$ cat config.mk
export PLATFORM = sky130hd
export DESIGN_NAME = dump_unit
export DESIGN_NICKNAME = d
export VERILOG_FILES = /design/src/rtl/la_pkg.sv /design/src/rtl/dump_unit.sv
export SDC_FILE = /design/constraint.sdc
export NUM_CORES = 1
export LEC_CHECK = 0
export ABC_AREA = 1
export BUFFER_PORTS_ARGS = -buffer_cell sky130_fd_sc_hd__buf_4
export CORE_ASPECT_RATIO = 1.1
export CORE_MARGIN = 2
export CORE_UTILIZATION = 54
export DETAILED_ROUTE_END_ITERATION = 8
export GPL_TIMING_DRIVEN = 0
export PLACE_DENSITY = 0.79
export SETUP_SLACK_MARGIN = 0.5
export SLEW_MARGIN = 20
export SYNTH_ARGS = -nofsm -noshare
export SYNTH_HDL_FRONTEND = slang
export SYNTH_SLANG_ARGS = --single-unit
export TNS_END_PERCENT = 100
$ cat constraint.sdc
create_clock -name clk -period 1.82 [get_ports clk]
set_input_delay 0.273 -clock clk [delete_from_list [all_inputs] [get_ports clk]]
set_output_delay 0.273 -clock clk [all_outputs]
set_load 0.02 [all_outputs]
$ cat src/rtl/la_pkg.sv
// Shared definitions for the logic-analyser capture and dump units.
// Holds the RAM geometry defaults, the dump FSM encoding and the circular address step.
package la_pkg;

    localparam int ENTRIES_DEF = 384;
    localparam int LOG2_DEF    = 9;

    typedef enum logic [2:0] {
        ST_IDLE  = 3'd0,
        ST_RD    = 3'd1,
        ST_LATCH = 3'd2,
        ST_TXW   = 3'd3,
        ST_FIN   = 3'd4
    } dump_state_t;

    // Next address in a ring of 'entries' locations; callers truncate to their width.
    function automatic logic [31:0] wrap_inc(input logic [31:0] addr, input logic [31:0] entries);
        return (addr == entries - 32'd1) ? 32'd0 : addr + 32'd1;
    endfunction

endpackage

$ cat src/rtl/dump_unit.sv
// Streams a completed capture out of the circular sample RAM, oldest sample first,
// one byte per UART transmit handshake (trmt strobe out, tx_done back).
module dump_unit
    import la_pkg::*;
#(
    parameter int ENTRIES = ENTRIES_DEF,
    parameter int LOG2    = LOG2_DEF
) (
    input  logic            clk,
    input  logic            rst,
    input  logic            dump,
    input  logic [LOG2-1:0] start_addr,
    output logic [LOG2-1:0] raddr,
    input  logic [7:0]      rdata,
    output logic [7:0]      tx_data,
    output logic            trmt,
    input  logic            tx_done,
    output logic            busy,
    output logic            dump_done
);

    localparam logic [LOG2-1:0] LAST = LOG2'(ENTRIES - 1);

    dump_state_t     r_state;
    dump_state_t     w_state_next;
    logic [LOG2-1:0] r_raddr;
    logic [LOG2-1:0] r_cnt;
    logic [7:0]      r_tx_data;
    logic            r_trmt;
    logic            r_dump_done;
    logic [LOG2-1:0] w_raddr_inc;
    logic [LOG2-1:0] w_start_eff;

    assign w_raddr_inc = LOG2'(wrap_inc(32'(r_raddr), 32'(ENTRIES)));
    // A start address past the ring can only come from a stale capture; begin at 0.
    assign w_start_eff = (32'(start_addr) >= 32'(ENTRIES)) ? '0 : start_addr;

    always_comb begin
        w_state_next = r_state;
        unique case (r_state)
            ST_IDLE:  if (dump) w_state_next = ST_RD;
            ST_RD:    w_state_next = ST_LATCH;
            ST_LATCH: w_state_next = ST_TXW;
            ST_TXW:   if (tx_done) w_state_next = (r_cnt == LAST) ? ST_FIN : ST_RD;
            ST_FIN:   w_state_next = ST_IDLE;
            default:  w_state_next = ST_IDLE;
        endcase
    end

    always_ff @(posedge clk or posedge rst) begin
        if (rst) begin
            r_state <= ST_IDLE;
        end else begin
            r_state <= w_state_next;
        end
    end

    always_ff @(posedge clk or posedge rst) begin
        if (rst) begin
            r_raddr     <= '0;
            r_cnt       <= '0;
            r_tx_data   <= 8'h00;
            r_trmt      <= 1'b0;
            r_dump_done <= 1'b0;
        end else begin
            r_trmt      <= 1'b0;
            r_dump_done <= 1'b0;
            unique case (r_state)
                ST_IDLE: begin
                    if (dump) begin
                        r_raddr <= w_start_eff;
                        r_cnt   <= '0;
                    end
                end
                ST_LATCH: begin
                    r_tx_data <= rdata;
                    r_trmt    <= 1'b1;
                end
                ST_TXW: begin
                    if (tx_done && (r_cnt != LAST)) begin
                        r_cnt   <= r_cnt + 1'b1;
                        r_raddr <= w_raddr_inc;
                    end
                end
                ST_FIN:  r_dump_done <= 1'b1;
                default: ;
            endcase
        end
    end

    assign raddr     = r_raddr;
    assign tx_data   = r_tx_data;
    assign trmt      = r_trmt;
    assign busy      = (r_state != ST_IDLE);
    assign dump_done = r_dump_done;

endmodule
# --- After elaboration in Yosys (flattened, before gate mapping) ---
# Cells that the tools add are included.
word_totals:
  ramBits: 0
  out_inout_bits: 20
  elab_cells: 39
  memories: 0
  latch_bits: 0
  romBits: 0
  reg_bits: 31
op_classes:
  addsub: 2
  n_div: 0
  n_eq_ne: 10
  n_lt_le_gt_ge: 1
  reduce_logical: 6
  bitwise_logic: 0
  multipliers: 0
  muxes: 14
  shift: 0
ops:
  columns: ["op", "count"]
  rows:
  - ["9-bit two-way mux", 6]
  - ["9-bit one-hot mux with 2 select lines", 2]
  - ["9-bit by 1-bit adder with 9-bit output, second input constant", 2]
  - ["9-bit == test, second input constant", 2]
  - ["3-bit one-hot mux with 4 select lines", 1]
  - ["9-bit >= comparator, second input constant", 1]
  - ["3-bit two-way mux", 3]
  - ["9-bit != test, second input constant", 1]
  - ["3-bit by 2-bit == test with 1-bit output, second input constant", 2]
  - ["2-bit != test, second input constant", 3]
  - ["3-bit by 1-bit == test with 1-bit output, second input constant", 1]
  - ["3-bit == test, second input constant", 1]
  - ["3-bit logical NOT", 1]
  - ["3-bit AND reduction", 1]
  - ["3-bit nonzero test", 1]
  - ["1-bit two-way mux", 2]
  - ["2-bit AND reduction", 1]
  - ["2-bit nonzero test", 1]
  - ["1-bit logical AND", 1]

# --- Depth between registers and ports, before layout ---
logic_depth:
  word_depth: 4
  ltp_mapped: 10
  depth_no_buf: 10

# --- Worst setup path after synthesis ---
# No wires, ideal clock.
synth_path:
  kind: "reg2reg"
  from: "register r_state[0]"
  to: "register r_cnt[5]"
  t_required_ns: 1.703
  period_less_slack_ns: 1.503
  path_stages_with_launch: 10
  path_buffers: 1
  path_slack_ns: 0.317
  t_arrival_ns: 1.386
  setup_time_ns: 0.117
  path_cell_list: "dfrtp_1 -> nor2_1 -> nand2_2 -> nand2_1 -> inv_2 -> nor2_4 -> nand2_4 -> buf_12 -> nand2_1 -> o21ai_2"
synth_between:
  elab_chain_cells: 3
  elab_cells_between_ends: 7
  classes_between: "eq/ne (3); mux (1); reduce/logical (3)"
synth_lines:
  columns: ["item", "line", "source"]
  rows:
  - ["start: declaration", "dump_unit.sv:24", "dump_state_t r_state;"]
  - ["start signal: assignment", "dump_unit.sv:54", "r_state <= w_state_next;"]
  - ["3-bit by 2-bit == test with 1-bit output or 3-bit logical NOT (tied branches)", "dump_unit.sv:68", "unique case (r_state)"]
  - ["2-bit != test (no source line) or 2-bit nonzero test (tied branches)", null, null]
  - ["3-bit AND reduction (no source line)", null, null]
  - ["end signal: assignment", "dump_unit.sv:81", "r_cnt <= r_cnt + 1'b1;"]
  - ["end: declaration", "dump_unit.sv:27", "logic [LOG2-1:0] r_cnt;"]
# Several ways; a longest one is shown, not always the timed one.
# A chain may end at the register's enable or synchronous reset.

# --- Worst setup path in the final report ---
layout_path:
  from: "register r_cnt[0]"
  to: "register r_raddr[3], in the netlist raddr[3]"
layout_between:
  elab_chain_cells: 4
layout_lines:
  columns: ["item", "line", "source"]
  rows:
  - ["9-bit != test", "dump_unit.sv:80", "if (tx_done && (r_cnt != LAST)) begin"]
  - ["1-bit logical AND", "dump_unit.sv:80", null]
  - ["2-bit != test (no source line)", null, null]
  - ["3-bit AND reduction (no source line)", null, null]
  - ["end signal: assignment", "dump_unit.sv:71", "r_raddr <= w_start_eff;"]
  - ["end signal: assignment", "dump_unit.sv:82", "r_raddr <= w_raddr_inc;"]
  - ["end: declaration", "dump_unit.sv:26", "logic [LOG2-1:0] r_raddr;"]
# Every way passes these cells.

==> impl_metrics.ini <==
[synth]
ys_seq_elements = 31
synth-edff-count = 0
ys_seq_area_share_pct = 40.95
syn_area_um2 = 1894
synthFlopType = dfrtp_1
synth_area_leader_cell = dfrtp_1
syn_avg_cell_area_um2 = 7.732
synthCells = 245
syn_nets = 268
yosysWarnings = 0
synth_top_cell_area_share_pct = 40.95
netlist_top_cells_count = nand2_1, dfrtp_1, nand3_1, nor2_1, inv_1
synth_cell_types = 33
async_reset_ff_share_pct = 100.0
synthTopCellsByArea = dfrtp_1, nand2_1, nand3_1, nand2_2, nor2_1
yosysMostFrequentCell = nand2_1

[hold_path]
min_path_type = in -> async

[clock_network]
cts_sinks = 31
clk_latency_ps = 340
cts_buffer_depth = 2
cts-root-buf = clkbuf_4
numCtsBuffers = 5
cts_tree = built
htreeDepth = 2
path_clk_slew_ps = 100

[setup_path]
required_ps = 2050
startpoint = r_cnt[0]$_DFFE_PP0P_
startpoint_type = register
crit_arrival_ps = 1780
critPathKind = reg -> reg
crit_path_max_fanout = 5
r2r_slack_ps = 270
critPathCaptureType = register
r2r_start = r_cnt[0]$_DFFE_PP0P_

[floorplan]
ios = 41
die_w_um = 60.47
rows = 22
initial_utilization_pct = 56.41
dieHeight_um = 66.12
die_area_um2 = 3998
core_um2 = 3358

[layout]
nFillCells = 225
layout-drive-gt1-share_pct = 48.91
antennaDiodeCount = 0
syn2layout_area_growth_pct = 45.57
fin_nets = 343

[sta]
final-hold-violation-count = 0
slew_viol_final = 0
setup_viol_count_final = 0
slew_headroom_pct = 57.20
fin_worst_skew_ps = 6.961
rsz0062_at_grt = yes
max_freq_ghz = 0.6468
tns_ps = 0
layout_min_cycle_time_ps = 1546
tightestPinTransition_ps = 641.1
worst_slack_ps = 274.0
finalCritPeriodShare_pct = 84.94

[drt]
vias_per_cell = 5.144
drc = 0
wl_per_cell_um = 13.12
drtAntennaViolNets = 0
firstDrtPassIters = 4
wl_um = 4841
vias = 1898
drt-initial-drc-count = 135

[placement]
gp_congestion = 0.8592
place_ws_ps = 217.3
port-buffer-count = 40
hpwl_um = 2853

[global_routing]
grt_pass1_wl_um = 6989
antenna_found_initial = 0
grt_usage_pct = 23.94
grt_pass1_vias = 1616
grt_overflow = 0
grt_max_degree = 32

[flow_run]
maxCapViolCount = 0

[power]
ir_drop_v = 0.001063
power.leakage_uw = 0.001442
p_per_area_nw_per_um2 = 1700

[outcome]
status = complete, no violations
==> layout by cell type (no fill, tap or decap), types with 2 or more instances in the layout <==
cell type,instances
xor2_1,2
nor2_2,2
inv_2,2
nand3_2,3
nor2_4,6
clkbuf_4,5
inv_1,17
o21ai_2,11
nand2_2,28
nand2_1,62
nand2_4,11
inv_4,3
buf_6,12
buf_4,57
buf_12,2
nand4_1,2
dfrtp_1,26
clkbuf_1,2
o21ai_0,2
nand3_1,22
nor2_1,18
dfrtp_2,5
nand3b_1,2
==> logic make-up (layout without fill, tap and decap cells) <==
logic type	Yosys count	in the layout	share of synthesized area, %
and+or+nand+nor	163	163	41.61
DFF	31	31	40.95
buffers and inverters	28	104	8.058
AOI/OAI and AO/OA	18	18	6.672
xor gates and xnor gates	3	3	1.387
adders and majority gates	2	2	1.321
==> metal layers <==
metal,track usage [%],wire (um),vias to the layer above
li1,-,-,923
met1,27.03,1885,897
met2,41.58,2596,67
met3,6.262,233,11
met4,10.60,125,0
met5,0,0,-
==> worst paths after layout <==
kind                                               end  cells past startpoint
worst max-delay path              raddr[3]$_DFFE_PP0P_                      9
worst min-delay path              r_cnt[1]$_DFFE_PP0P_                      2
worst max register to register    raddr[3]$_DFFE_PP0P_                      9
worst min register to register  tx_data[0]$_DFFE_PP0P_                      2
max in group asynchronous       r_state[0]$_DFFE_PP0P_                      2
min in group clk                tx_data[2]$_DFFE_PP0P_                      3
==> worst max-delay path, cell delays in order, from the launching register on <==
cell and delay, ps:
dfrtp_1 380, ha_2 200, nand2_2 80, nor2_4 180, nand3_2 140, nor2_4 150
nor2_4 50, buf_6 140, o21ai_2 50, nand2_1 60
==> through the flow <==
step	area [um^2]	utilization, %	hold WS [ps]	cells	power (uW)
floorplan	1927	-	376.3	245	2720
global placement	2287	68.11	457.1	333	3316
CTS	2492	74.22	39.10	358	4053
global route	2758	82.12	49.50	369	5009
finish	2758	82.12	17.82	369	4689
detailed placement	2287	68.11	418.8	333	3370
==> state kept, by name, summed over array words and instances, names as in the netlist <==
| signal | count |
|---|---|
| r_cnt | 9 |
| raddr | 9 |
| tx_data | 8 |
| r_state | 3 |
| dump_done | 1 |
| trmt | 1 |
==> power breakdown <==
part           leakage, uW  total (uW)  internal, uW  switching, uW
registers         0.000394        1180           935            243
clock network    0.0000293         391           150            240
logic              0.00102        3120          1440           1680
total              0.00144        4690          2520           2170
==> final cells by class <==
class	count	area (um^2)	area share [%]
multi-input combinational	186	1135	41.15
sequential	31	782.0	28.36
timing repair buffer	67	561.8	20.37
inverter	22	90.09	3.267
buffer	6	71.32	2.586
tap	48	60.06	2.178
clock buffer	7	45.04	1.633
timing repair inverter	1	7.507	0.2722
clock inverter	1	5.005	0.1815
==> timing repair <==
action,in CTS,in global routing
pin swaps,5,25
setup endpoints to repair,29,30
buffers inserted,16,9
hold buffers,0,0
gates resized for setup,10,46
cloned,1,2
Power figures use the tool's default switching activity.
